<file path="src/rtl/t2s_arbiter_if.sv">
// Requester/output bundle of the round-robin two's-complement to sign-magnitude arbiter.
// The arbiter takes the slave side; requesters and the downstream sink take the master side.
interface t2s_arbiter_if #(
    parameter int DATA_WIDTH = 6,
    parameter int NUM_REQ    = 4
);
    localparam int ID_W = (NUM_REQ > 1) ? $clog2(NUM_REQ) : 1;

    logic                          en;
    logic [NUM_REQ-1:0]            req_valid;
    logic [NUM_REQ*DATA_WIDTH-1:0] req_data;
    logic [NUM_REQ-1:0]            req_ready;
    logic                          out_valid;
    logic                          out_ready;
    logic [DATA_WIDTH:0]           out_data;
    logic [ID_W-1:0]               out_id;
    logic [15:0]                   neg_count;

    modport master (
        output en, req_valid, req_data, out_ready,
        input  req_ready, out_valid, out_data, out_id, neg_count
    );

    modport slave (
        input  en, req_valid, req_data, out_ready,
        output req_ready, out_valid, out_data, out_id, neg_count
    );
endinterface

</file>
<file path="src/rtl/t2s_arbiter.sv">
// Round-robin arbiter feeding a single two's-complement to sign-magnitude converter
// with a one-entry output register that sustains one word per cycle.
module t2s_arbiter #(
    parameter int DATA_WIDTH = 6,
    parameter int NUM_REQ    = 4
) (
    input logic           clk,
    input logic           rst_n,
    t2s_arbiter_if.slave  bus
);
    localparam int ID_W = (NUM_REQ > 1) ? $clog2(NUM_REQ) : 1;

    logic [ID_W-1:0]       rr_ptr;
    logic [ID_W-1:0]       gnt_idx;
    logic [ID_W-1:0]       cand;
    logic                  gnt_any;
    logic                  free;
    logic                  take;
    logic [DATA_WIDTH-1:0] word;
    logic [DATA_WIDTH-1:0] mag;
    logic                  sign;

    logic                  out_valid_r;
    logic [DATA_WIDTH:0]   out_data_r;
    logic [ID_W-1:0]       out_id_r;
    logic [15:0]           neg_count_r;

    // First valid requester at or after rr_ptr, wrapping; depends only on req_valid and rr_ptr.
    always_comb begin
        gnt_any = 1'b0;
        gnt_idx = '0;
        cand    = '0;
        for (int k = 0; k < NUM_REQ; k++) begin
            cand = ID_W'((int'(rr_ptr) + k) % NUM_REQ);
            if (!gnt_any && bus.req_valid[cand]) begin
                gnt_any = 1'b1;
                gnt_idx = cand;
            end
        end
    end

    assign free = !out_valid_r || bus.out_ready;
    assign take = rst_n && bus.en && free && gnt_any;

    assign bus.req_ready = take ? (NUM_REQ'(1) << gnt_idx) : '0;

    // Negation of the most-negative word wraps back to itself, which is exactly its magnitude.
    assign word = bus.req_data[int'(gnt_idx)*DATA_WIDTH +: DATA_WIDTH];
    assign sign = word[DATA_WIDTH-1];
    assign mag  = sign ? (~word + 1'b1) : word;

    always_ff @(posedge clk) begin
        if (!rst_n) begin
            out_valid_r <= 1'b0;
            out_data_r  <= '0;
            out_id_r    <= '0;
            rr_ptr      <= '0;
            neg_count_r <= '0;
        end else if (take) begin
            out_valid_r <= 1'b1;
            out_data_r  <= {sign, mag};
            out_id_r    <= gnt_idx;
            rr_ptr      <= (gnt_idx == ID_W'(NUM_REQ-1)) ? '0 : gnt_idx + 1'b1;
            if (sign && neg_count_r != 16'hFFFF)
                neg_count_r <= neg_count_r + 16'd1;
        end else if (bus.out_ready) begin
            out_valid_r <= 1'b0;
        end
    end

    assign bus.out_valid = out_valid_r;
    assign bus.out_data  = out_data_r;
    assign bus.out_id    = out_id_r;
    assign bus.neg_count = neg_count_r;
endmodule
</file>
<file path="src/flat_wrapper.sv">
// flat-port wrapper written by rule: the top's interface ports become plain ports
module t2s_arbiter_flat 
#(
    parameter int DATA_WIDTH = 6,
    parameter int NUM_REQ    = 4
)
  (clk, rst_n, bus_en, bus_req_valid, bus_req_data, bus_out_ready, bus_req_ready, bus_out_valid, bus_out_data, bus_out_id, bus_neg_count);
  t2s_arbiter_if #(.DATA_WIDTH(DATA_WIDTH), .NUM_REQ(NUM_REQ)) bus_i ();
  input logic clk;
  input logic rst_n;
  input wire logic [$bits(bus_i.en)-1:0] bus_en;
  input wire logic [$bits(bus_i.req_valid)-1:0] bus_req_valid;
  input wire logic [$bits(bus_i.req_data)-1:0] bus_req_data;
  input wire logic [$bits(bus_i.out_ready)-1:0] bus_out_ready;
  output wire logic [$bits(bus_i.req_ready)-1:0] bus_req_ready;
  output wire logic [$bits(bus_i.out_valid)-1:0] bus_out_valid;
  output wire logic [$bits(bus_i.out_data)-1:0] bus_out_data;
  output wire logic [$bits(bus_i.out_id)-1:0] bus_out_id;
  output wire logic [$bits(bus_i.neg_count)-1:0] bus_neg_count;
  assign bus_i.en = bus_en;
  assign bus_i.req_valid = bus_req_valid;
  assign bus_i.req_data = bus_req_data;
  assign bus_i.out_ready = bus_out_ready;
  assign bus_req_ready = bus_i.req_ready;
  assign bus_out_valid = bus_i.out_valid;
  assign bus_out_data = bus_i.out_data;
  assign bus_out_id = bus_i.out_id;
  assign bus_neg_count = bus_i.neg_count;
  t2s_arbiter #(.DATA_WIDTH(DATA_WIDTH), .NUM_REQ(NUM_REQ)) u_core (.clk(clk), .rst_n(rst_n), .bus(bus_i));
endmodule
</file>
<file path="config.mk">
export PLATFORM = sky130hd
export DESIGN_NAME = t2s_arbiter_flat
export DESIGN_NICKNAME = d
export VERILOG_FILES = /design/src/rtl/t2s_arbiter_if.sv /design/src/rtl/t2s_arbiter.sv /design/src/flat_wrapper.sv
export SDC_FILE = /design/constraint.sdc
export NUM_CORES = 1
export LEC_CHECK = 0
export ABC_AREA = 1
export BUFFER_PORTS_ARGS = -buffer_cell sky130_fd_sc_hd__buf_2
export CAP_MARGIN = 20
export CORE_AREA = 3 3 68 70
export DETAILED_ROUTE_END_ITERATION = 7
export DIE_AREA = 0 0 71 73
export PLACE_DENSITY = 0.77
export SYNTH_ARGS = -nofsm -noshare
export SYNTH_HDL_FRONTEND = slang
export SYNTH_SLANG_ARGS = --single-unit
</file>
<file path="constraint.sdc">
create_clock -name clk -period 3 [get_ports clk]
set_input_delay 0 -clock clk [delete_from_list [all_inputs] [get_ports clk]]
set_output_delay 0 -clock clk [all_outputs]
set_load 0.01 [all_outputs]
</file>
Word-level counts from Yosys, hierarchy flattened. Cells that the tools add are included.

Register bits after elaboration: 28. Bits in writable memories: 0. Memories kept: 0. ROM bits: 0. Output and inout port bits: 30. Latch bits: 0. Logic and storage cells: 56.

Divide/modulo/power cells: 0. Reduce and logical (&&, ||, !) cells: 14. Bitwise gates (word level): 1. $mul: 1. Eq/ne operators: 2. Shifts and indexed selects: 2. Mux-type cells: 21. Order comparisons: 4. Add/subtract/negate cells: 6.

Operators with widths (count): $shiftx 24x32->6 (1); $add 16x1->16 const B (1); $ne 16x16->1 const B (1); $lt 2x3->1 const B (4); $mux 1 (10); $mux 2 (5); $bmux 1 s2 (4); $logic_and 1x1->1 (7); $add 6x1->6 const B (1); $mux 6 (1); $not 6->6 (1); $add 2x1->2 const B (2); $add 2x2->2 const B (2); $logic_not 1->1 (4); $mul 2x2->4 const B (1); $mux 4 (1); $shl 1x2->4 const A (1); $eq 2x2->1 const B (1); $reduce_and 2->1 (1); $reduce_bool 2->1 (1); $logic_or 1x1->1 (1).

Longest topological paths before layout.
Word-level depth: 17. Gate-level depth with buffers: 20. Gate-level depth less buffers: 18.

Least setup slack after synthesis. Ideal clock, no wire load.

Kind: reg2reg. Start point: register u_core.rr_ptr[0]. End point: register u_core.out_data_r[4], in the netlist u_core.bus.out_data[4]. Buffers on the path: 2. Period minus slack after synthesis: 2.120 ns. Data required time: 2.871 ns. Setup slack: 0.880 ns. Arrival: 1.991 ns. Stages on the path, launching flop included: 18. Library setup time: 0.129 ns. Cells stage by stage: dfxtp_1 buf_6 inv_6 nand2_2 nand3_1 nand2_2 inv_2 nand3_2 nand3_4 buf_4 nand2_1 nand3_1 nand2_1 ha_1 nand3_1 nand3_1 nand2_1 a21oi_1.

Cells in the longest elaborated chain, start to end: 17.

RTL lines: start: declaration (line t2s_arbiter.sv:13) `logic [ID_W-1:0] rr_ptr;`; start signal: assignment (line t2s_arbiter.sv:63) `rr_ptr <= (gnt_idx == ID_W'(NUM_REQ-1)) ? '0 : gnt_idx + 1'b1;`; parallel branches: the longest is 17 deep, another holds $mul 2x2->4; end signal: assignment (line t2s_arbiter.sv:61) `out_data_r <= {sign, mag};`; end: declaration (line t2s_arbiter.sv:24) `logic [DATA_WIDTH:0] out_data_r;`.

Several ways; the timed one is not identified. The select of a mux whose other input is x is not followed. A chain may end at the register's enable or synchronous reset.

Worst setup path after layout.
Start point: register u_core.rr_ptr[0]. End point: register u_core.neg_count_r[5], in the netlist u_core.bus.neg_count[5].

Cells in the longest elaborated chain, start to end: 16.

RTL lines: parallel branches: the longest is 15 deep, another holds $mul 2x2->4; $reduce_and 2->1 (no source line) (*); end signal: assignment (line t2s_arbiter.sv:65) `neg_count_r <= neg_count_r + 16'd1;`; end: declaration (line t2s_arbiter.sv:26) `logic [15:0] neg_count_r;`.

Mark *: on every way between the ends. The select of a mux whose other input is x is not followed.

==> impl_metrics.yaml <==
timing:
  skew_ns: 0.001910
  worstMarginPinSlew_ns: 0.5560
  setup_viol: 0
  min_period_ns: 2.600
  max_freq_ghz: 0.3846
  fin_crit_sh_pct: 86.68
  hold_viol: 0
  maxSlewViolCount: 0
  finalSetupTns_ns: 0
  maxSlewHeadroom_pct: 62.84
  whs_ns: 0.04821
  worst_slack_ns: 0.3997
  rsz0062_at_grt: "no"
setup_path:
  cp.arrival_ns: 2.75
  path_cells: "inv_6 > nand2_1 > nand2_2 > nand2_1 > nand2_1 > nand2_1 > nand3_2 > nand3_4 > nand2_1 > o211ai_2 > nand2_4 > nor2_8 > nand2_4 > nand2_1 > a21oi_1"
  cp-start-kind: "register"
  reg2regPathDepth: 15
  worstReg2RegStart: "u_core.rr_ptr[0]"
  reg2reg_setup_slack_ns: 0.40
  critPathBufInv: 1
  slowest_delay_ns: 0.58
  cpMostUsedCell: "nand2_1"
  cp.depth: 15
  critPathTopFamily: "simple AND/OR/NAND/NOR gates"
  cp-startpoint: "u_core.rr_ptr[0]"
  crit_fanout: 19
  critPathSlowestCell: "dfxtp_1"
  crit_type: "reg -> reg"
  worstPathRequired_ns: 3.15
  r2r_end: "u_core.bus.neg_count[5]"
  endpoint: "u_core.bus.neg_count[5]"
  cp-end-kind: "register"
layout:
  drive_gt1_share_pct: 23.81
  multi_input_area_mm2: 0.001331
  nets: 417
  ff_latch_area_um2: 560.5
  n_fill_cell: 376
  area_growth_pct: 18.06
  final_cells: 428
  num_antenna_cells: 0
global_route:
  grt_use_total_pct: 19.67
  antenna_found_initial: 0
  grt-ovfl-total: 0
  grt_max_degree: 20
  grt_pass1_vias: 1994
  grt_pass1_wl_um: 8556
clocking:
  postCtsSetupBuffers: 0
  clk_latency_ns: 0.27
  cts_max_level: 1
  hold_buffers: 1
  clk_pin_slew_ns: 0.08
  cts_sinks: 28
  cts_resized: 0
  cts_tree: "yes"
  cts_inserted_buffers: 3
  cts-root-buf: "clkbuf_8"
  cts_buffer_depth: 2
floorplan:
  rows: 23
  start_util_pct: 52.11
  die_height_um: 73
  die-area_mm2: 0.005183
  die_w_um: 71
  core_mm2: 0.004029
  ios: 62
logic_synthesis:
  synth.area.mux_share_pct: 0
  synth_edf_count: 0
  synth_fp_nets: 358
  ys_top_cells_by_area: "dfxtp_1 (27%), nand2_1 (17%), nand3_1 (8.8%)"
  synth_compound_area_share_pct: 10.01
  synth_top_area_cell: "dfxtp_1"
  synth_xor_area_share_pct: 5.840
  synthTopCellsByCount: "nand2_1 (96), nand3_1 (37), inv_1 (31), dfxtp_1 (28), a21oi_1 (27)"
  synthArstFlopShare_pct: 0
  yosys.area_share.simple_pct: 43.98
  avgSynthCellArea_um2: 6.561
  netlist_area_mm2: 0.002100
  ys_warn_count: 0
  synth_top_family_by_area: "simple AND/OR/NAND/NOR gates"
  synth_cells: 320
  yosysSeqAreaShare_pct: 26.70
  synth.most_common_cell: "nand2_1"
  yosysUniqueCellTypes: 30
  ys.flop_type: "dfxtp_1"
  synth_fa_ha_area_share_pct: 3.576
  synth_top_area_share_pct: 26.70
  ys_seq_elements: 28
pwr:
  switching_power_mw: 0.5053
  power.total_mw: 1.216
  intPower_mw: 0.7104
  combPwrFrac_pct: 46.9
  switching_share_pct: 41.56
  pwr-share-clk_pct: 18.5
  powerDensity_mw_per_mm2: 490.5
  pwr-share-seq_pct: 34.6
  leakage_nw: 1.268
  ir_drop_mv: 0.3186
detailed_routing:
  vias: 2203
  drtIter0Drc: 149
  dr.pass1.iters: 4
  drc: 0
  highest_layer: "met4"
  routed_wl_um: 4905
  wl_per_cell_um: 11.46
  drtAntennaViolNets: 0
  wl_met3_um: 353
  vias_per_cell: 5.147
  m1WireLength_um: 2265
  dr_wl_met2_um: 2223
placement:
  place.detailed.hpwl_um: 3787
  numPortBuffers: 61
  place_worst_setup_slack_ns: 0.4141
  dpl.cell_count: 423
  gp_congestion: 0.9031
min_path:
  holdCritPathClass: "in -> reg"
run_status:
  status: "finished clean"
flow_run:
  drv_cap: 0
==> cell type report <==
class	count	area share (%)
Tap cell	50	2.524
Timing Repair Buffer	63	13.02
Sequential cell	28	22.61
Multi-Input combinational cell	246	53.71
Inverter	37	5.906
Clock buffer	4	2.221
==> metal layers <==
layer	vias up	track usage, %
met1	962	26.52
met3	7	2.617
met2	79	32.54
li1	1155	-
met4	0	6.472
met5	-	0
==> logic make-up after synthesis <==
logic type,count (synthesis)
buf+inv,46
fa+ha+maj,6
simple gates,188
xor+xnor,14
compound gates,38
flops,28
==> worst reg2reg max path, cell delays in order, from the launching register on <==
cell and delay (ns):
dfxtp_1 0.58, inv_6 0.10, nand2_1 0.09, nand2_2 0.09
nand2_1 0.07, nand2_1 0.05, nand2_1 0.09, nand3_2 0.20
nand3_4 0.28, nand2_1 0.10, o211ai_2 0.11, nand2_4 0.11
nor2_8 0.25, nand2_4 0.19, nand2_1 0.11, a21oi_1 0.06
==> how the worst min path moves through the flow <==
stage,endpoint,from,slack [ns],cells after the start
2_1_floorplan,u_core.bus.out_valid,bus_out_ready,0.17,3
3_3_place_gp,u_core.bus.out_valid,bus_out_ready,0.26,4
3_5_place_dp,u_core.bus.out_valid,bus_out_ready,0.27,4
4_1_cts,u_core.rr_ptr[0],rst_n,0.05,2
5_1_grt,u_core.rr_ptr[0],rst_n,0.05,2
6_report,u_core.rr_ptr[0],rst_n,0.05,2
==> metrics by stage <==
step	util, %	cell area, um2
2_1_floorplan	-	2100
3_3_place_gp	59.91	2414
3_5_place_dp	59.91	2414
4_1_cts	61.52	2479
5_1_grt	61.52	2479
6_report	61.52	2479
==> cell usage in the layout (no fill, tap or decap) <==
| cell type | instances |
|---|---|
| a21oi_1 | 27 |
| buf_2 | 61 |
| buf_4 | 1 |
| clkbuf_8 | 4 |
| clkinv_1 | 1 |
| dfxtp_1 | 28 |
| dlygate4sd3_1 | 1 |
| ha_1 | 6 |
| inv_1 | 31 |
| inv_2 | 3 |
| inv_4 | 1 |
| inv_6 | 1 |
| nand2_1 | 96 |
| nand2_2 | 4 |
| nand2_4 | 5 |
| nand3_1 | 37 |
| nand3_2 | 3 |
| nand3_4 | 2 |
| nand3b_1 | 2 |
| nand4_1 | 12 |
| nor2_1 | 20 |
| nor2_2 | 1 |
| nor2_8 | 2 |
| nor3_1 | 4 |
| o211ai_1 | 1 |
| o211ai_2 | 2 |
| o21a_1 | 1 |
| o21ai_0 | 7 |
| xnor2_1 | 5 |
| xor2_1 | 9 |
==> power by group through the flow <==
| stage | logic, mW | registers [mW] | clock network, mW |
|---|---|---|---|
| floorplan | 0.448 | 0.434 | 0 |
| global placement | 0.559 | 0.429 | 0 |
| detailed placement | 0.569 | 0.429 | 0 |
| CTS | 0.572 | 0.420 | 0.233 |
| global route | 0.658 | 0.424 | 0.250 |
| finish | 0.570 | 0.420 | 0.225 |
==> flip-flops by register name, indices dropped and copies added, names as in the netlist <==
name	flops
u_core.rr_ptr	2
u_core.bus.neg_count	16
u_core.bus.out_id	2
u_core.bus.out_data	7
u_core.bus.out_valid	1
(Power assumes the default switching activity.)
